`src/rtl/uart_pkg.sv`:
```
// Shared types and helpers for the flow-controlled UART host interface.
package uart_pkg;

    typedef enum logic [1:0] {PAR_NONE = 2'd0, PAR_ODD = 2'd1, PAR_EVEN = 2'd2} parity_e;
    typedef enum logic [2:0] {TX_IDLE, TX_START, TX_DATA, TX_PARITY, TX_STOP} tx_state_e;
    typedef enum logic [2:0] {RX_IDLE, RX_START, RX_DATA, RX_PARITY, RX_STOP} rx_state_e;

    localparam int DEF_CLK_RATE  = 100_000_000;
    localparam int DEF_BAUD_RATE = 115200;
    localparam int CLKS_PER_BIT  = DEF_CLK_RATE / DEF_BAUD_RATE;

    function automatic int clks_per_bit(input int clk_rate, input int baud_rate);
        return clk_rate / baud_rate;
    endfunction

    // Unused upper data bits must be zero so they do not disturb the XOR.
    function automatic logic parity_bit(input logic [8:0] data, input parity_e mode);
        case (mode)
            PAR_ODD:  return ~(^data);
            PAR_EVEN: return ^data;
            default:  return 1'b0;
        endcase
    endfunction

endpackage

```
`src/rtl/sync_fifo.sv`:
```
// Synchronous first-word-fall-through FIFO with fill level; head reads 0 when empty.
module sync_fifo #(
    parameter int WIDTH = 8,
    parameter int DEPTH = 16
) (
    input  logic                     CLK_I,
    input  logic                     RST_I,
    input  logic                     WE_I,
    input  logic [WIDTH-1:0]         DIN_I,
    input  logic                     RE_I,
    output logic [WIDTH-1:0]         DOUT_O,
    output logic                     EMPTY_O,
    output logic                     FULL_O,
    output logic [$clog2(DEPTH):0]   LEVEL_O
);
    localparam int AW = $clog2(DEPTH);
    localparam logic [AW:0] LVL_FULL = (AW+1)'(DEPTH);

    logic [WIDTH-1:0] mem [DEPTH];
    logic [AW-1:0]    wr_ptr, rd_ptr;
    logic             do_wr, do_rd;

    // A write into a full FIFO is allowed when a read frees the slot in the same cycle.
    assign do_rd   = RE_I && !EMPTY_O;
    assign do_wr   = WE_I && (!FULL_O || RE_I);
    assign EMPTY_O = (LEVEL_O == '0);
    assign FULL_O  = (LEVEL_O == LVL_FULL);
    assign DOUT_O  = EMPTY_O ? '0 : mem[rd_ptr];

    always_ff @(posedge CLK_I) begin
        if (RST_I) begin
            wr_ptr  <= '0;
            rd_ptr  <= '0;
            LEVEL_O <= '0;
        end else begin
            if (do_wr) wr_ptr <= wr_ptr + 1'b1;
            if (do_rd) rd_ptr <= rd_ptr + 1'b1;
            case ({do_wr, do_rd})
                2'b10:   LEVEL_O <= LEVEL_O + 1'b1;
                2'b01:   LEVEL_O <= LEVEL_O - 1'b1;
                default: LEVEL_O <= LEVEL_O;
            endcase
        end
    end

    always_ff @(posedge CLK_I) begin
        if (do_wr) mem[wr_ptr] <= DIN_I;
    end

endmodule

```
`src/rtl/uart_fc_if.sv`:
```
// UART host interface: configurable frame, RX/TX FIFOs, RTS/CTS flow control, sticky errors.
module uart_fc_if
    import uart_pkg::*;
#(
    parameter int CLK_RATE      = 100_000_000,
    parameter int BAUD_RATE     = 115200,
    parameter int DATA_BITS     = 8,
    parameter int PARITY        = 0,
    parameter int STOP_BITS     = 1,
    parameter int FIFO_DEPTH    = 16,
    parameter int RTS_THRESHOLD = FIFO_DEPTH - 2
) (
    input  logic                          CLK_I,
    input  logic                          RST_I,
    input  logic                          WE_I,
    input  logic [DATA_BITS-1:0]          DSEND_I,
    output logic                          TX_READY_O,
    output logic [$clog2(FIFO_DEPTH):0]   TX_LEVEL_O,
    input  logic                          RE_I,
    output logic [DATA_BITS-1:0]          DREC_O,
    output logic                          RX_VALID_O,
    output logic                          RX_FULL_O,
    output logic [$clog2(FIFO_DEPTH):0]   RX_LEVEL_O,
    input  logic                          RX_I,
    output logic                          TX_O,
    input  logic                          CTS_NI,
    output logic                          RTS_NO,
    output logic                          PARITY_ERR_O,
    output logic                          FRAME_ERR_O,
    output logic                          OVERRUN_O,
    input  logic                          ERR_CLR_I
);
    localparam int          CPB      = clks_per_bit(CLK_RATE, BAUD_RATE);
    localparam int          LW       = $clog2(FIFO_DEPTH) + 1;
    localparam parity_e     PMODE    = parity_e'(PARITY);
    localparam logic        HAS_PAR  = (PMODE != PAR_NONE);
    localparam logic [15:0] BIT_END  = 16'(CPB - 1);
    localparam logic [15:0] HALF_END = 16'(CPB / 2 - 1);
    localparam logic [15:0] STOP_END = 16'(STOP_BITS * CPB - 1);
    localparam logic [3:0]  LAST_BIT = 4'(DATA_BITS - 1);

    localparam logic [2:0] TXS_IDLE = TX_IDLE,  TXS_START = TX_START, TXS_DATA = TX_DATA;
    localparam logic [2:0] TXS_PAR  = TX_PARITY, TXS_STOP = TX_STOP;
    localparam logic [2:0] RXS_IDLE = RX_IDLE,  RXS_START = RX_START, RXS_DATA = RX_DATA;
    localparam logic [2:0] RXS_PAR  = RX_PARITY, RXS_STOP = RX_STOP;

    logic [1:0] rx_sync, cts_sync;
    logic       rx_s, rx_q, cts_s;

    always_ff @(posedge CLK_I) begin
        if (RST_I) begin
            rx_sync  <= 2'b11;
            cts_sync <= 2'b11;
            rx_q     <= 1'b1;
        end else begin
            rx_sync  <= {rx_sync[0], RX_I};
            cts_sync <= {cts_sync[0], CTS_NI};
            rx_q     <= rx_s;
        end
    end
    assign rx_s  = rx_sync[1];
    assign cts_s = cts_sync[1];

    logic                 tx_push, tx_pop, tx_empty, tx_full;
    logic [DATA_BITS-1:0] tx_head;
    logic                 rx_push, rx_empty;

    assign tx_push    = WE_I && !tx_full;
    assign TX_READY_O = !tx_full;
    assign RX_VALID_O = !rx_empty;

    sync_fifo #(.WIDTH(DATA_BITS), .DEPTH(FIFO_DEPTH)) u_tx_fifo (
        .CLK_I(CLK_I), .RST_I(RST_I), .WE_I(tx_push), .DIN_I(DSEND_I), .RE_I(tx_pop),
        .DOUT_O(tx_head), .EMPTY_O(tx_empty), .FULL_O(tx_full), .LEVEL_O(TX_LEVEL_O)
    );

    logic [DATA_BITS-1:0] rx_shift;

    sync_fifo #(.WIDTH(DATA_BITS), .DEPTH(FIFO_DEPTH)) u_rx_fifo (
        .CLK_I(CLK_I), .RST_I(RST_I), .WE_I(rx_push), .DIN_I(rx_shift), .RE_I(RE_I),
        .DOUT_O(DREC_O), .EMPTY_O(rx_empty), .FULL_O(RX_FULL_O), .LEVEL_O(RX_LEVEL_O)
    );

    // ---------------- transmitter ----------------
    logic [2:0]           tx_state;
    logic [15:0]          tx_cnt;
    logic [3:0]           tx_bit;
    logic [DATA_BITS-1:0] tx_shift;
    logic                 tx_par;

    assign tx_pop = (tx_state == TXS_IDLE) && !tx_empty && !cts_s;

    always_ff @(posedge CLK_I) begin
        if (RST_I) begin
            tx_state <= TXS_IDLE;
            tx_cnt   <= '0;
            tx_bit   <= '0;
            tx_shift <= '0;
            tx_par   <= 1'b0;
            TX_O     <= 1'b1;
        end else begin
            case (tx_state)
                TXS_IDLE: if (tx_pop) begin
                    tx_state <= TXS_START;
                    tx_cnt   <= '0;
                    tx_shift <= tx_head;
                    tx_par   <= parity_bit(9'(tx_head), PMODE);
                    TX_O     <= 1'b0;
                end
                TXS_START: if (tx_cnt == BIT_END) begin
                    tx_cnt   <= '0;
                    tx_bit   <= '0;
                    tx_state <= TXS_DATA;
                    TX_O     <= tx_shift[0];
                end else tx_cnt <= tx_cnt + 16'd1;
                TXS_DATA: if (tx_cnt == BIT_END) begin
                    tx_cnt <= '0;
                    if (tx_bit == LAST_BIT) begin
                        tx_state <= HAS_PAR ? TXS_PAR : TXS_STOP;
                        TX_O     <= HAS_PAR ? tx_par : 1'b1;
                    end else begin
                        tx_bit   <= tx_bit + 4'd1;
                        tx_shift <= tx_shift >> 1;
                        TX_O     <= tx_shift[1];
                    end
                end else tx_cnt <= tx_cnt + 16'd1;
                TXS_PAR: if (tx_cnt == BIT_END) begin
                    tx_cnt   <= '0;
                    tx_state <= TXS_STOP;
                    TX_O     <= 1'b1;
                end else tx_cnt <= tx_cnt + 16'd1;
                TXS_STOP: if (tx_cnt == STOP_END) begin
                    tx_cnt   <= '0;
                    tx_state <= TXS_IDLE;
                end else tx_cnt <= tx_cnt + 16'd1;
                default: tx_state <= TXS_IDLE;
            endcase
        end
    end

    // ---------------- receiver ----------------
    logic [2:0]  rx_state;
    logic [15:0] rx_cnt;
    logic [3:0]  rx_bit;
    logic        rx_par;
    logic        stop_pt, frame_bad, par_bad, rx_good;

    // Everything is decided at the first stop-bit centre; extra stop bits are not checked.
    assign stop_pt   = (rx_state == RXS_STOP) && (rx_cnt == BIT_END);
    assign frame_bad = stop_pt && !rx_s;
    assign par_bad   = stop_pt && rx_s && HAS_PAR && (rx_par != parity_bit(9'(rx_shift), PMODE));
    assign rx_good   = stop_pt && rx_s && !par_bad;
    assign rx_push   = rx_good && !RX_FULL_O;

    always_ff @(posedge CLK_I) begin
        if (RST_I) begin
            rx_state <= RXS_IDLE;
            rx_cnt   <= '0;
            rx_bit   <= '0;
            rx_shift <= '0;
            rx_par   <= 1'b0;
        end else begin
            case (rx_state)
                RXS_IDLE: if (rx_q && !rx_s) begin
                    rx_state <= RXS_START;
                    rx_cnt   <= '0;
                end
                RXS_START: if (rx_cnt == HALF_END) begin
                    rx_cnt   <= '0;
                    rx_bit   <= '0;
                    rx_state <= rx_s ? RXS_IDLE : RXS_DATA;
                end else rx_cnt <= rx_cnt + 16'd1;
                RXS_DATA: if (rx_cnt == BIT_END) begin
                    rx_cnt   <= '0;
                    rx_shift <= {rx_s, rx_shift[DATA_BITS-1:1]};
                    if (rx_bit == LAST_BIT) rx_state <= HAS_PAR ? RXS_PAR : RXS_STOP;
                    else                    rx_bit   <= rx_bit + 4'd1;
                end else rx_cnt <= rx_cnt + 16'd1;
                RXS_PAR: if (rx_cnt == BIT_END) begin
                    rx_cnt   <= '0;
                    rx_par   <= rx_s;
                    rx_state <= RXS_STOP;
                end else rx_cnt <= rx_cnt + 16'd1;
                RXS_STOP: if (rx_cnt == BIT_END) begin
                    rx_cnt   <= '0;
                    rx_state <= RXS_IDLE;
                end else rx_cnt <= rx_cnt + 16'd1;
                default: rx_state <= RXS_IDLE;
            endcase
        end
    end

    // Sticky flags: a new error beats a simultaneous clear.
    always_ff @(posedge CLK_I) begin
        if (RST_I) begin
            PARITY_ERR_O <= 1'b0;
            FRAME_ERR_O  <= 1'b0;
            OVERRUN_O    <= 1'b0;
            RTS_NO       <= 1'b0;
        end else begin
            PARITY_ERR_O <= par_bad   || (PARITY_ERR_O && !ERR_CLR_I);
            FRAME_ERR_O  <= frame_bad || (FRAME_ERR_O  && !ERR_CLR_I);
            OVERRUN_O    <= (rx_good && RX_FULL_O) || (OVERRUN_O && !ERR_CLR_I);
            RTS_NO       <= (RX_LEVEL_O >= LW'(RTS_THRESHOLD));
        end
    end

endmodule

```
`config.mk`:
```
export PLATFORM = sky130hd
export DESIGN_NAME = uart_fc_if
export DESIGN_NICKNAME = d
export VERILOG_FILES = /design/src/rtl/uart_pkg.sv /design/src/rtl/sync_fifo.sv /design/src/rtl/uart_fc_if.sv
export SDC_FILE = /design/constraint.sdc
export NUM_CORES = 1
export LEC_CHECK = 0
export CORE_MARGIN = 2
export CORE_UTILIZATION = 37
export CTS_CLUSTER_SIZE = 16
export DETAILED_ROUTE_END_ITERATION = 6
export GPL_ROUTABILITY_DRIVEN = 0
export PLACE_DENSITY_LB_ADDON = 0.15
export SLEW_MARGIN = 20
export SYNTH_ARGS = -nofsm -noshare
export SYNTH_HDL_FRONTEND = slang
export SYNTH_SLANG_ARGS = --single-unit
```
`constraint.sdc`:
```
create_clock -name CLK_I -period 6.6 [get_ports CLK_I]
set_clock_uncertainty 0.05 [all_clocks]
set_input_delay 1.32 -clock CLK_I [delete_from_list [all_inputs] [get_ports CLK_I]]
set_output_delay 1.32 -clock CLK_I [all_outputs]
set_load 0.02 [all_outputs]
```
== Word level (Yosys, flattened, before mapping) ==
Memory sizes are Yosys's and may differ from the RTL's. A register that Yosys moved wholly into a read port is not among the register bits.
Index checks and enable logic that the tools add are counted.
Storage, ports and cells
  memories kept: 2
  memory bits (read-only): 0
  latch bits: 0
  RAM bits: 256
  output and inout bits: 26
  register bits: 98
Memories
  u_rx_fifo.mem: words 16, width 8, rd ports 1, clocked after memory_dff 1, write ports 1, line sync_fifo.sv:19  | logic [WIDTH-1:0] mem [DEPTH];
  u_tx_fifo.mem: words 16, width 8, rd ports 1, clocked after memory_dff 1, write ports 1, line sync_fifo.sv:19
Operators by class
  equality and inequality tests: 33
  divide/modulo/power cells: 0
  shifts and indexed selects: 0
  reduce and logical (&&, ||, !) cells: 50
  muxes and demuxes: 52
  magnitude comparators: 1
  add/subtract/negate cells: 12
  multiply operators: 0
  bitwise logic cells: 0
Operators by type and width (count)
  16-bit 2-to-1 mux: 5
  16-bit case mux with 3 select lines: 1
  4-bit 2-to-1 mux: 10
  8-bit 2-to-1 mux: 5
  3-bit 2-to-1 mux: 12
  16-bit by 1-bit adder with 16-bit output (second input constant): 2
  16-bit by 10-bit == test with 1-bit output (second input constant): 2
  16-bit case mux with 2 select lines: 1
  3-bit case mux with 5 select lines: 2
  4-bit by 1-bit adder with 4-bit output (second input constant): 6
  2-bit inequality test (second input constant): 12
  5-bit case mux with 2 select lines: 2
  16-bit by 9-bit == test with 1-bit output (second input constant): 1
  1-bit logical AND: 16
  4-bit case mux with 2 select lines: 2
  8-bit case mux with 2 select lines: 1
  3-bit by 2-bit == test with 1-bit output (second input constant): 4
  4-bit AND reduction: 3
  6-bit AND reduction: 2
  2-bit nonzero test: 6
  5-bit by 1-bit adder with 5-bit output (second input constant): 2
  5-bit == test (second input constant): 2
  5-bit zero test: 2
  5-bit by 1-bit subtractor with 5-bit output (second input constant): 2
  other kinds (19): 45

== Logic depth before layout (Yosys ltp) ==
  word-level depth: 8
  mapped depth: 14

== By module ==
Synthesis repeated with hierarchy kept, for this count alone.
Unflattened totals
  cell total of the unflattened synthesis: 1100
  area total of the unflattened synthesis: 15636.2 um^2
By module, submodules not included
  sync_fifo: area each 6037.0 um^2, times used 2, cells each 336
  uart_fc_if: area each 3562.2 um^2, times used 1, cells each 428

== Worst setup path before layout ==
No wires, ideal clock.
  path type: input to register
  from: in WE_I
  to: reg u_tx_fifo.LEVEL_O[4]
  library setup time: 0.070 ns
  arrival: 3.337 ns
  data required time: 6.480 ns
  slack: 3.143 ns
  stages: 9
  cells stage by stage: a21boi_1 inv_1 ha_1 fa_1 a21o_1 a21oi_1 xor2_1 or3_1 a21oi_1
Between the ends
  cells in the longest elaborated chain, start to end: 4
  elaborated cells on any way between the ends: 6
  those cells by class: 2 x eq/ne; 1 x mux; 3 x reduce/logical
Ends and longest elaborated chain
  start: declaration: line uart_fc_if.sv:15  | input logic WE_I,
  1-bit logical AND *: line uart_fc_if.sv:68  | assign tx_push = WE_I && !tx_full;
  1-bit logical AND *: line sync_fifo.sv:25  | assign do_wr = WE_I && (!FULL_O || RE_I);
  2-bit by 1-bit == test with 1-bit output or 2-bit == test (tied branches): line sync_fifo.sv:38  | case ({do_wr, do_rd})
  5-bit case mux with 2 select lines or 2-bit nonzero test (tied branches)
  end signal: assignment: line sync_fifo.sv:39  | 2'b10: LEVEL_O <= LEVEL_O + 1'b1;
  end signal: assignment: line sync_fifo.sv:40  | 2'b01: LEVEL_O <= LEVEL_O - 1'b1;
  end: declaration: line sync_fifo.sv:14  | output logic [$clog2(DEPTH):0] LEVEL_O
Every way passes the cells marked *; elsewhere a longest branch is shown, timed or not.
A chain may end at the register's enable or synchronous reset.

==> metrics.md <==
| Metric | Value |
|---|---|
| Worst Path Max Fanout | 20 |
| Post-CTS resize count | 0 |
| Ys Warns | 0 |
| Status | complete, no violations |
| Clock power frac | 46.4% |
| Worst hold endpoint | rx_sync[1] |
| Die Area | 0.04258 mm^2 |
| Setup TNS | 0 ns |
| Crit path kind | flop to primary output |
| First-pass GRT wire length | 51.52 mm |
| Static leakage | around 5.5 nW |
| # hold bufs at CTS | 0 |
| Max-cap violations | 0 |
| CP Capture Type | primary output |
| Slew Viols, Final | 0 |
| FF-to-FF path depth | 11 |
| DP Area | 0.01612 mm^2 |
| Final Cell Area | 0.01746 mm^2 |
| Initial Util | 37.27% |
| Tot GR Track Use | 16.09% |
| Via count | between 8000 and 9000 |
| Share of cells above drive strength 1 | 15.25% |
| Sequential-to-total area share from yosys stat | 64.76% |
| Core Util, Final | 42.95% |
| Wire length per cell | ~20 um |
| Postcts setup bufs | 0 |
| Vias in the first global route | about 8800 |
| Met1 Track Usage GR | 20.56% |
| Slowest stage cell, crit path | dfxtp_2 |
| Final Hold Fails | 0 |
| Maximum clock insertion buffer count | 3 |
| Tmin final | approximately 4.8 ns |
| Overall die width | 206.3 um |
| Pin count of the biggest net entering global routing | 41 |
| CP most frequent cell | mux4_2 |
| Die Ht | a little over 200 um |
| Buffers added on ports | 40 |
| Clock Latency Late Sink | 0.55 ns |
| Row cnt | 74 |
| Fmax | 0.2086 GHz |
| Clock transition at the registers of the reported paths | 0.06 ns |
| Busiest metal layer after global routing | met2 |
| Final wirelength | ~33 mm |
| DRC Markers | 0 |
| Antenna viol nets, final | 0 |
| 1st-pass router iterations | 5 |
| I/O pins | slightly above 40 |
| Post-Place Worst Slack | 2.294 ns |
| Clock buffer count from CTS | 41 |
| Root buf cell | clkbuf_16 |
| Syn nets | around 1100 |
| VDD IR max | ~220 uV |
| R2r setup slk | 3.00 ns |
| Final Setup Violations | 0 |
| Comb power frac | 3.2% |
| Post-Syn Instances | between 1000 and 1500 |
| Asr flop ratio synth | 0% |
| Mean area per synthesized cell | 14.59 um^2 |
| Net load switching power | between 0.0009 and 0.001 W |
| Slew HR | between 20% and 30% |
| CP cell instances | buf_4 -> mux4_2 -> mux4_2 -> and2_1 -> clkdlybuf4s50_1 |
| Via/cell ratio | 5.165 |
| Dominant synthesized flop cell | edfxtp_1 |
| Area Overhead vs Synth | 15.26% |
| Detailed router's first-iteration violation count | about 500 |
| H-tree Lvls | 2 |
| M3 GR Usage | 3.075% |
| Hold path depth | 1 |
| CP Data Arrival Time | 3.42 ns |
| Worst Hold Launch | rx_sync[0] |
| Hold WC Path Type | flop to flop |
| Part of the power in registers | approximately half |
| CTS tree | yes |
| CP required | 5.23 ns |
| Reg-to-Reg Start | rx_state[2] |
| Total core area | a little over 0.04 mm^2 |
| RR Endpoint | u_rx_fifo.LEVEL_O[4] |
| Sw frac | between 20 and 25% |
| Slowest stage delay, CP | 0.63 ns |
| Clk sink count | 362 |
| Worst-Margin Slew | around 1.1 ns |
| Int Power | 0.003867 W |
| Remaining global-route overflow | 0 |
| Count of cell types in the netlist | 68 |
| Hold_ws | 0.3644 ns |
| RSZ-0062 raised after global routing | false |
| Met2 usage | 27.88% |
| Post-DP HPWL | 20.95 mm |
| Final nets | 1127 |
| Seq cells post-synth | 362 |
| EDFF count, synth | 256 |
| Final worst-path setup slack | 1.806 ns |
| Fin crit share | 72.64% |
| Post-Syn Area | 0.01515 mm^2 |
| P per Cell Area | 278.7 mW/mm^2 |
| Initial antenna violation count | 0 |
| Crit path launch type | flop |
| ANT cells | 0 |
[kinds of logic after synthesis]
group	after synthesis	synth area share, %
AO/OA/AOI/OAI	144	5.964
XOR/XNOR	36	2.081
adder cells (fa/ha/maj)	24	2.032
flip-flops	362	64.76
multiplexers	104	12.93
buffers and inverters	72	2.181
AND/OR/NAND/NOR	296	10.06
[cells in the final DEF (no fill, tap or decap), types with 21 or more instances in the layout]
cell	n
xnor2_1	21
clkdlybuf4s50_1	39
o21ai_0	41
mux4_2	73
clkbuf_16	43
mux2i_1	28
ha_1	23
a21oi_1	45
nor2_1	97
nor3_1	22
nand2_1	48
dfxtp_1	104
edfxtp_1	256
[metal layers]
metal | vias up | share of wire, %
li1 | 4081 | -
met1 | 4285 | 45
met2 | 124 | 51
met3 | 47 | 3.0
met4 | 0 | 1.8
met5 | - | 0
[state kept, by name, indices dropped and copies added, names as in the netlist, 2 cells and up, named ones only]
| signal | cells |
|---|---|
| rx_state | 3 |
| rx_bit | 4 |
| u_tx_fifo.rd_ptr | 4 |
| tx_cnt | 16 |
| u_rx_fifo.mem | 128 |
| u_tx_fifo.wr_ptr | 4 |
| tx_bit | 4 |
| rx_shift | 8 |
| u_rx_fifo.LEVEL_O | 5 |
| u_rx_fifo.wr_ptr | 4 |
| rx_sync | 2 |
| u_tx_fifo.mem | 128 |
| tx_shift | 8 |
| cts_sync | 2 |
| rx_cnt | 16 |
| u_rx_fifo.rd_ptr | 4 |
| tx_state | 3 |
| u_tx_fifo.LEVEL_O | 5 |
[power groups by stage]
stage	combinational (W)	sequential, W	clock [W]
floorplan	0.0000966	0.00250	0
global placement	0.000159	0.00250	0
detailed placement	0.000160	0.00250	0
CTS	0.000160	0.00245	0.00232
global route	0.000173	0.00245	0.00241
finish	0.000156	0.00245	0.00226
[worst max-delay path, delay by kind of cell, from the launching register on]
family | cells | cell delay, ns
multiplexers | 2 | 1.03
buffers and inverters | 2 | 1.01
AND/OR/NAND/NOR | 1 | 0.16
flip-flops | 1 | 0.63
[Yosys cell counts (11+ instances only)]
master / number / area share, %
a21oi_1: 45 / 1.5
buf_2: 16 / 0.53
edfxtp_1: 256 / 51
xor2_1: 15 / 0.87
xnor2_1: 21 / 1.2
nor3b_1: 11 / 0.55
nor2_1: 99 / 2.5
inv_1: 20 / 0.50
ha_1: 23 / 1.9
o21ai_0: 41 / 1.4
mux2i_1: 28 / 1.9
nand2b_1: 12 / 0.50
nand3_1: 19 / 0.63
clkbuf_1: 22 / 0.55
or3_1: 14 / 0.58
dfxtp_1: 106 / 14
mux4_2: 73 / 11
nand2_1: 48 / 1.2
nor3_1: 26 / 0.86
and2_1: 14 / 0.58
[worst max-delay path by stage]
stage,start,endpoint,slack (ns),cells past startpoint
after global placement,flop,DREC_O[7],2.33,5
after floorplan,WE_I,u_tx_fifo.LEVEL_O[4],3.14,9
after detailed placement,flop,DREC_O[7],2.29,5
after CTS,flop,DREC_O[7],1.69,5
final,flop,DREC_O[7],1.81,5
after global routing,flop,DREC_O[7],1.56,5
[per-stage QoR]
stage,total power (W),std cells
after floorplan,0.002595,1038
after detailed placement,0.002660,1577
after global placement,0.002658,1577
after global routing,0.005038,1653
after CTS,0.004936,1653
final,0.004865,1653
[layout make-up]
class,count,area [um^2]
fill,3691,23190
sequential,362,9812
multi-input combinational,604,5034
clock buffer,55,1141
tap,532,665.6
timing repair buffer,57,523.0
clock inverter,21,198.9
inverter,22,85.08
Power figures use the tool's default switching activity.
